--- src/rtl/reg_writeback_arbiter.sv ---
// Write-back arbiter for the register file's single write port: ALU results win,
// variable-latency results queue in an in-order FIFO whose stale entries get squashed.
module reg_writeback_arbiter #(
    parameter int DATA_WIDTH = 32,
    parameter int SEL_WIDTH  = 4,
    parameter int FIFO_DEPTH = 4
) (
    input  logic                              clk,
    input  logic                              rst,
    input  logic                              alu_valid,
    input  logic [SEL_WIDTH-1:0]              alu_sel,
    input  logic [DATA_WIDTH-1:0]             alu_data,
    input  logic                              mem_valid,
    input  logic [SEL_WIDTH-1:0]              mem_sel,
    input  logic [DATA_WIDTH-1:0]             mem_data,
    output logic                              mem_ready,
    output logic                              out_write_en,
    output logic [SEL_WIDTH-1:0]              out_write_sel,
    output logic [DATA_WIDTH-1:0]             out_write_data,
    output logic [(2**SEL_WIDTH)-1:0]         out_pending,
    output logic [$clog2(FIFO_DEPTH+1)-1:0]   out_fifo_count
);

    localparam int NREG = 2**SEL_WIDTH;
    localparam int PW   = $clog2(FIFO_DEPTH);
    localparam int CW   = $clog2(FIFO_DEPTH+1);
    localparam logic [CW-1:0] DEPTH_C = CW'(FIFO_DEPTH);
    localparam logic [CW-1:0] ONE_C   = CW'(1);

    logic [SEL_WIDTH-1:0]  sel_r  [FIFO_DEPTH];
    logic [DATA_WIDTH-1:0] data_r [FIFO_DEPTH];
    logic [FIFO_DEPTH-1:0] live_r;
    logic [FIFO_DEPTH-1:0] live_next_s;
    logic [PW-1:0]         head_r;
    logic [PW-1:0]         tail_r;
    logic [CW-1:0]         count_r;
    logic [CW-1:0]         count_next_s;

    logic                  alu_hit_s;
    logic                  mem_ready_s;
    logic                  push_acc_s;
    logic                  push_s;
    logic                  push_live_s;
    logic                  pop_s;
    logic [NREG-1:0]       pending_s;

    function automatic logic [NREG-1:0] sel_onehot(input logic [SEL_WIDTH-1:0] sel);
        logic [NREG-1:0] v;
        v      = {NREG{1'b0}};
        v[sel] = 1'b1;
        return v;
    endfunction

    // Handshake and arbitration decode; r0 targets count as no traffic at all.
    always_comb begin
        alu_hit_s   = alu_valid && (alu_sel != {SEL_WIDTH{1'b0}});
        mem_ready_s = !rst && (count_r < DEPTH_C);
        push_acc_s  = mem_valid && mem_ready_s;
        push_s      = push_acc_s && (mem_sel != {SEL_WIDTH{1'b0}});
        // A same-cycle ALU write to the same register is newer than this push.
        push_live_s = !(alu_hit_s && (alu_sel == mem_sel));
        pop_s       = !alu_hit_s && (count_r != {CW{1'b0}});
    end

    // Next live bits: squash by ALU destination, retire popped head, mark pushed tail.
    always_comb begin
        live_next_s = live_r;
        for (int i = 0; i < FIFO_DEPTH; i++) begin
            if (alu_hit_s && (sel_r[i] == alu_sel)) begin
                live_next_s[i] = 1'b0;
            end else begin
                live_next_s[i] = live_r[i];
            end
        end
        if (pop_s) begin
            live_next_s[head_r] = 1'b0;
        end else begin
            live_next_s[head_r] = live_next_s[head_r];
        end
        if (push_s) begin
            live_next_s[tail_r] = push_live_s;
        end else begin
            live_next_s[tail_r] = live_next_s[tail_r];
        end
    end

    // Occupancy update from the push/pop pair.
    always_comb begin
        case ({push_s, pop_s})
            2'b10:   count_next_s = count_r + ONE_C;
            2'b01:   count_next_s = count_r - ONE_C;
            default: count_next_s = count_r;
        endcase
    end

    // Pending mask from live entries, forced clear while in reset.
    always_comb begin
        pending_s = {NREG{1'b0}};
        for (int i = 0; i < FIFO_DEPTH; i++) begin
            if (live_r[i]) begin
                pending_s = pending_s | sel_onehot(sel_r[i]);
            end else begin
                pending_s = pending_s;
            end
        end
        if (rst) begin
            pending_s = {NREG{1'b0}};
        end else begin
            pending_s[0] = 1'b0;
        end
    end

    // FIFO payload storage; contents are only meaningful under a live/occupied slot.
    always_ff @(posedge clk) begin
        if (push_s && !rst) begin
            sel_r[tail_r]  <= mem_sel;
            data_r[tail_r] <= mem_data;
        end
    end

    // FIFO control state: pointers, occupancy and live flags.
    always_ff @(posedge clk) begin
        if (rst) begin
            head_r  <= {PW{1'b0}};
            tail_r  <= {PW{1'b0}};
            count_r <= {CW{1'b0}};
            live_r  <= {FIFO_DEPTH{1'b0}};
        end else begin
            live_r  <= live_next_s;
            count_r <= count_next_s;
            if (push_s) begin
                tail_r <= tail_r + {{(PW-1){1'b0}}, 1'b1};
            end
            if (pop_s) begin
                head_r <= head_r + {{(PW-1){1'b0}}, 1'b1};
            end
        end
    end

    // Registered write port; a squashed head still consumes its cycle with write_en low.
    always_ff @(posedge clk) begin
        if (rst) begin
            out_write_en   <= 1'b0;
            out_write_sel  <= {SEL_WIDTH{1'b0}};
            out_write_data <= {DATA_WIDTH{1'b0}};
        end else if (alu_hit_s) begin
            out_write_en   <= 1'b1;
            out_write_sel  <= alu_sel;
            out_write_data <= alu_data;
        end else if (pop_s) begin
            out_write_en   <= live_r[head_r];
            out_write_sel  <= sel_r[head_r];
            out_write_data <= data_r[head_r];
        end else begin
            out_write_en   <= 1'b0;
        end
    end

    assign mem_ready      = mem_ready_s;
    assign out_pending    = pending_s;
    assign out_fifo_count = count_r;

endmodule

--- config.mk ---
export PLATFORM = sky130hd
export DESIGN_NAME = reg_writeback_arbiter
export DESIGN_NICKNAME = d
export VERILOG_FILES = /design/src/rtl/reg_writeback_arbiter.sv
export SDC_FILE = /design/constraint.sdc
export NUM_CORES = 1
export LEC_CHECK = 0
export CORE_MARGIN = 1.5
export CORE_UTILIZATION = 49
export DETAILED_ROUTE_END_ITERATION = 7
export PLACE_DENSITY = 0.8
export SKIP_CTS_REPAIR_TIMING = 1
export SYNTH_ARGS = -nofsm -noshare
export SYNTH_HDL_FRONTEND = slang
export SYNTH_SLANG_ARGS = --single-unit
export TNS_END_PERCENT = 30
--- constraint.sdc ---
create_clock -name clk -period 2.6 [get_ports clk]
set_clock_uncertainty 0.1 [all_clocks]
set_input_delay 0.39 -clock clk [delete_from_list [all_inputs] [get_ports clk]]
set_output_delay 0.39 -clock clk [all_outputs]
set_load 0.01 [all_outputs]
# Word level (Yosys, flattened, before mapping)

Memories as Yosys holds them, arrays and structs flattened. A register that Yosys moved wholly into a read port is not among the register bits.
Index checks and enable logic that the tools add are counted.

Flip-flop bits (word level): 48
Memory bits (writable): 144
Bits of input ports: 76
Output and inout port bits: 57
Word-level logic and storage cells: 108
Memories: 2

Add/sub/neg operators: 4
$lt $le $gt $ge: 13
Equal/unequal tests: 7
Muxes and demuxes: 45
Bitwise logic cells: 5
Reduce and logical (&&, ||, !) cells: 25

Memories:

| name   | depth | bits a word | rd ports | clocked after memory_dff | write ports | line | text |
|---|---|---|---|---|---|---|---|
| data_r | 4     | 32          | 1        | 1                        | 1           | 31   | `logic [DATA_WIDTH-1:0] data_r [FIFO_DEPTH];` |
| sel_r  | 4     | 4           | 5        | 1                        | 1           | 30   | `logic [SEL_WIDTH-1:0] sel_r [FIFO_DEPTH];` |

Operators with widths:

| operator                                            | number |
|---|---|
| 2-to-1 mux 16 bit                                   | 4 |
| 2-to-1 mux 32 bit                                   | 2 |
| bitwise OR 16 bit                                   | 3 |
| equality test 4 bit                                 | 5 |
| < comparator 4 x 5 -> 1 bit, second input constant  | 4 |
| logical AND 1 bit                                   | 17 |
| 2-to-1 mux 1 bit                                    | 17 |
| demux 1 bit (select 4 bit)                          | 4 |
| >= comparator 4 x 1 -> 1 bit, second input constant | 4 |
| 2-to-1 mux 4 bit                                    | 4 |
| 2-to-1 mux 15 bit                                   | 1 |
| bitwise mux 4 bit                                   | 3 |
| 2-to-1 mux 2 bit                                    | 4 |
| nonzero test 4 bit                                  | 2 |
| binary-select mux 1 bit (select 2 bit)              | 3 |
| < comparator 2 x 3 -> 1 bit, second input constant  | 2 |
| one-hot mux 3 bit (2 select lines)                  | 1 |
| adder 2 x 1 -> 2 bit, second input constant         | 2 |
| AND 4 bit                                           | 1 |
| demux 1 bit (select 2 bit)                          | 2 |
| >= comparator 2 x 1 -> 1 bit, second input constant | 2 |
| NOT 4 bit                                           | 1 |
| nonzero test 2 bit                                  | 2 |
| adder 3 x 1 -> 3 bit, second input constant         | 1 |
| other kinds (6)                                     | 8 |

# Longest topological paths before layout

An unclocked memory read counts as a cell.

Depth after elaboration: 13
Depth in mapped cells: 10
Mapped depth without buffers: 9

# Least setup slack after synthesis

No wires, ideal clock.

Path kind: input port to flip-flop
From: input alu_sel[0]
To: register count_r[2] (netlist: out_fifo_count[2])
Setup time: 0.070 ns
Arrival: 2.578 ns
Data required time: 2.430 ns
Path slack: -0.149 ns
Stages on the path: 10
Path buffers: 1
Path through: buf_2 o41ai_4 nand2_1 inv_1 ha_1 inv_1 fa_1 xor2_1 or3_1 a21oi_1

Longest elaborated chain between the ends: 6
Elaborated cells on any way between the ends: 8
Classes of those cells: 2 x eq/ne; 1 x mux; 5 x reduce/logical

Ends and longest elaborated chain:

| item                                                                     | line | text |
|---|---|---|
| start, declared                                                          | 11   | `input logic [SEL_WIDTH-1:0] alu_sel,` |
| nonzero test 4 bit *                                                     | 56   | `alu_hit_s = alu_valid && (alu_sel != {SEL_WIDTH{1'b0}});` |
| logical AND 1 bit *                                                      | 56   |  |
| zero test 1 bit *                                                        | 62   | `pop_s = !alu_hit_s && (count_r != {CW{1'b0}});` |
| logical AND 1 bit *                                                      | 62   |  |
| via pop_s                                                                | 44   | `logic pop_s;` |
| equality test 2 x 1 -> 1 bit or equality test 2 bit (tied branches)      | 89   | `case ({push_s, pop_s})` |
| one-hot mux 3 bit (2 select lines) or nonzero test 2 bit (tied branches) | --   |  |
| end signal, assigned                                                     | 126  | `count_r <= {CW{1'b0}};` |
| end signal, assigned                                                     | 130  | `count_r <= count_next_s;` |
| end, declared                                                            | 36   | `logic [CW-1:0] count_r;` |

The timed path passes the listed nets; every way through them passes the cells marked *.
A chain may end at the register's enable or synchronous reset.

==> flow_summary_export.csv <==
group,metric,value,unit
status,status,"finished, violations left",
status,violations,"negative setup slack",
floorplan,rows,48,
timing,finalHoldViolations,0,
drt,drt_first_pass_iters,5,
final_layout,syn_to_final_growth,32.2,%
global_routing,grt_first_pass_wirelength,33100,µm
place,port-buffer-count,131,
final_layout,num-fill-cells,1262,
worst_setup_path,r2r_slack,90,ps
synth,yosysMostFrequentCell,"edfxtp_1",
drt,drc,0,
place,post-place-ws,-479,ps
drt,vias,5874,
synth,postSynthCellCount,606,
synth,synth_top_area_share,50.6,%
drt,vias_per_cell,5.78,
synth,yosys_warnings,0,
floorplan,die_area,18200,µm²
global_routing,grtUsageTotal,24.4,%
final_layout,stdcell_area,11300,µm²
synth,syn_nets,692,
final_layout,drive_gt1_share,22.3,%
timing,tns,-301,ps
clocking,root_buffer,"clkbuf_16",
worst_setup_path,cp_max_fo,8,
synth,yosysTopAreaCell,"edfxtp_1",
floorplan,die_h,135,µm
timing,rsz0062_at_grt,"true",
global_routing,grt_max_degree,38,
synth,synthTopCellsByCount,"edfxtp_1, nor2_1, dfxtp_1",
worst_setup_path,critPathLaunchType,"flop",
power_and_ir_drop,cellInternalPower,6510,µW
place,place_congestion,0.912,
worst_hold_path,holdCritPathClass,"input port to flop",
worst_setup_path,worst_ep_arrival_time,2240,ps
final_layout,final_util,65.8,%
global_routing,grt_overflow,0,
timing,layout_setup_ws,-133,ps
synth,ys_seq_area_share,62.3,%
floorplan,initial_core_util,49.8,%
final_layout,fin_nets,865,
synth,syn-cell-area,8550,µm²
timing,clock.fmax,366,MHz
synth,ys_ff_latch,194,
clocking,cts_tree,"done",
timing,min_period_over_period,105,%
power_and_ir_drop,pwr-share-comb,30.6,%
worst_setup_path,cp_slowest_stage_delay,590,ps
power_and_ir_drop,clkPwrFrac,28.3,%
run,drv_cap,0,
global_routing,grt_pass1_vias,5972,
synth,synth_edf_count,144,
worst_setup_path,worst-setup-path-type,"flop to output port",
final_layout,diodes,0,
global_routing,antenna_found_initial,0,
clocking,worstSkewPairLatency,430,ps
floorplan,die_x,135,µm
clocking,clockBufferDepth,2,
timing,finalSetupViolations,4,
clocking,htreeDepth,4,
synth,ys.flop_type,"edfxtp_1",
clocking,numClockSinks,194,
clocking,path_clk_slew,70,ps
drt,wl_per_cell,21.2,µm
synth,avgSynthCellArea,14.1,µm²
drt,drt_wl_total,21600,µm
timing,max-slew-margin-rel,52.5,%
synth,synthTopCellsByArea,"edfxtp_1, dfxtp_1, mux4_2",
worst_setup_path,crit_buf_inv,1,
timing,period_minus_slack,2730,ps
synth,synth_cell_types,48,
place,post-dp-hpwl,14300,µm
floorplan,coreArea,17200,µm²
clocking,numCtsBuffers,17,
drt,drtIter0Drc,299,
floorplan,io_pins,133,
worst_setup_path,path_cells,"nand2b_1 -> o22ai_1 -> a221oi_1 -> nor2_1 -> clkdlybuf4s50_1",
worst_setup_path,crit_path_top_delay_cell,"edfxtp_1",
worst_setup_path,critical-path-top-delay-family,"flip-flops",
power_and_ir_drop,p_sw_share,29.6,%
power_and_ir_drop,seqPwrFrac,41.1,%
power_and_ir_drop,p_leak,0.00407,µW
worst_setup_path,end_kind,"output port",
power_and_ir_drop,p_sw,2740,µW
power_and_ir_drop,ir_drop,0.591,mV
power_and_ir_drop,p_per_area,819,nW/µm²
timing,worst_hold_slack,153,ps
timing,worst_slew_pin_slew,712,ps
worst_setup_path,worstPathRequired,2110,ps
drt,detail-route-antenna-nets,0,
timing,maxSlewViolCount,0,
synth,async_reset_ff_share,0,%
place,placed_area,10500,µm²
==> layer usage <==
metal	vias up	GRT usage (%)	share of wire, %
met5	-	0	0
met4	0	7.17	2.0
met3	32	5.22	5.8
met2	239	43.4	52
met1	2941	30.0	40
li1	2662	-	-
==> layout make-up <==
cell class                      instances  area (µm²)  share of cell area, %
Clock buffer                           17         425                   3.77
Clock inverter                         15         175                   1.55
Inverter                                9        33.8                  0.299
Multi-Input combinational cell        357        3100                   27.5
Sequential cell                       194        5340                   47.2
Tap cell                              225         282                   2.49
Timing Repair Buffer                  200        1940                   17.2
==> worst reg2reg max path, stage by stage (launching register included) <==
cell       delay (ps)
edfxtp_1          550
buf_4             220
xnor2_1           160
nand3_1           130
nor3_4            200
a2bb2oi_4         210
a21oi_1            90
o221ai_1          270
o311ai_2          210
a31o_1            250
==> cell usage in the layout, fill, tap and decap left out, drive strengths merged, types with 14 or more instances in the layout <==
| cell type | n |
|---|---|
| clkdlybuf4s50 | 112 |
| a211oi | 37 |
| nand2 | 20 |
| edfxtp | 144 |
| mux4 | 37 |
| dlymetal6s2s | 18 |
| a21oi | 14 |
| clkbuf | 17 |
| buf | 70 |
| inv | 15 |
| xor2 | 14 |
| dfxtp | 50 |
| nor2 | 68 |
| mux2i | 36 |
==> power by group through the flow <==
| stage | Clock, µW | Sequential (µW) | Combinational [µW] |
|---|---|---|---|
| finish | 2620 | 3810 | 2830 |
| global route | 2780 | 3830 | 3040 |
| CTS | 2670 | 3800 | 2810 |
| detailed placement | 0 | 3860 | 2760 |
| global placement | 0 | 3850 | 2680 |
| floorplan | 0 | 3850 | 1780 |
==> logic make-up after synthesis <==
group / share of synthesized area, %
flops: 62.3
simple gates: 8.80
compound gates: 8.32
mux: 14.0
buf+inv: 2.56
xor+xnor: 2.46
fa+ha+maj: 1.55
other cells: 0.0439
==> metrics by stage <==
step | cells | total power, µW
floorplan | 606 | 5630
global placement | 970 | 6530
detailed placement | 970 | 6620
CTS | 1002 | 9280
global route | 1017 | 9650
finish | 1017 | 9260
==> state kept, by name, summed over array words and instances, names as in the netlist, named ones only <==
signal and count:
data_r 128, head_r 2, live_r 4, out_fifo_count 3
out_write_data 32, out_write_en 1, out_write_sel 4, sel_r 16
tail_r 2
==> worst paths after layout <==
path / startpoint / end / cells after the start
max: sel_r[2][0]$_DFFE_PP_ / out_pending[5] / 5
min reg2reg: out_fifo_count[2]$_SDFFE_PP0P_ / out_fifo_count[2]$_SDFFE_PP0P_ / 2
max reg2reg: sel_r[1][1]$_DFFE_PP_ / live_r[0]$_SDFF_PP0_ / 9
min: rst / out_write_data[6]$_SDFFE_PP0P_ / 2
Power figures use the tool's default switching activity.
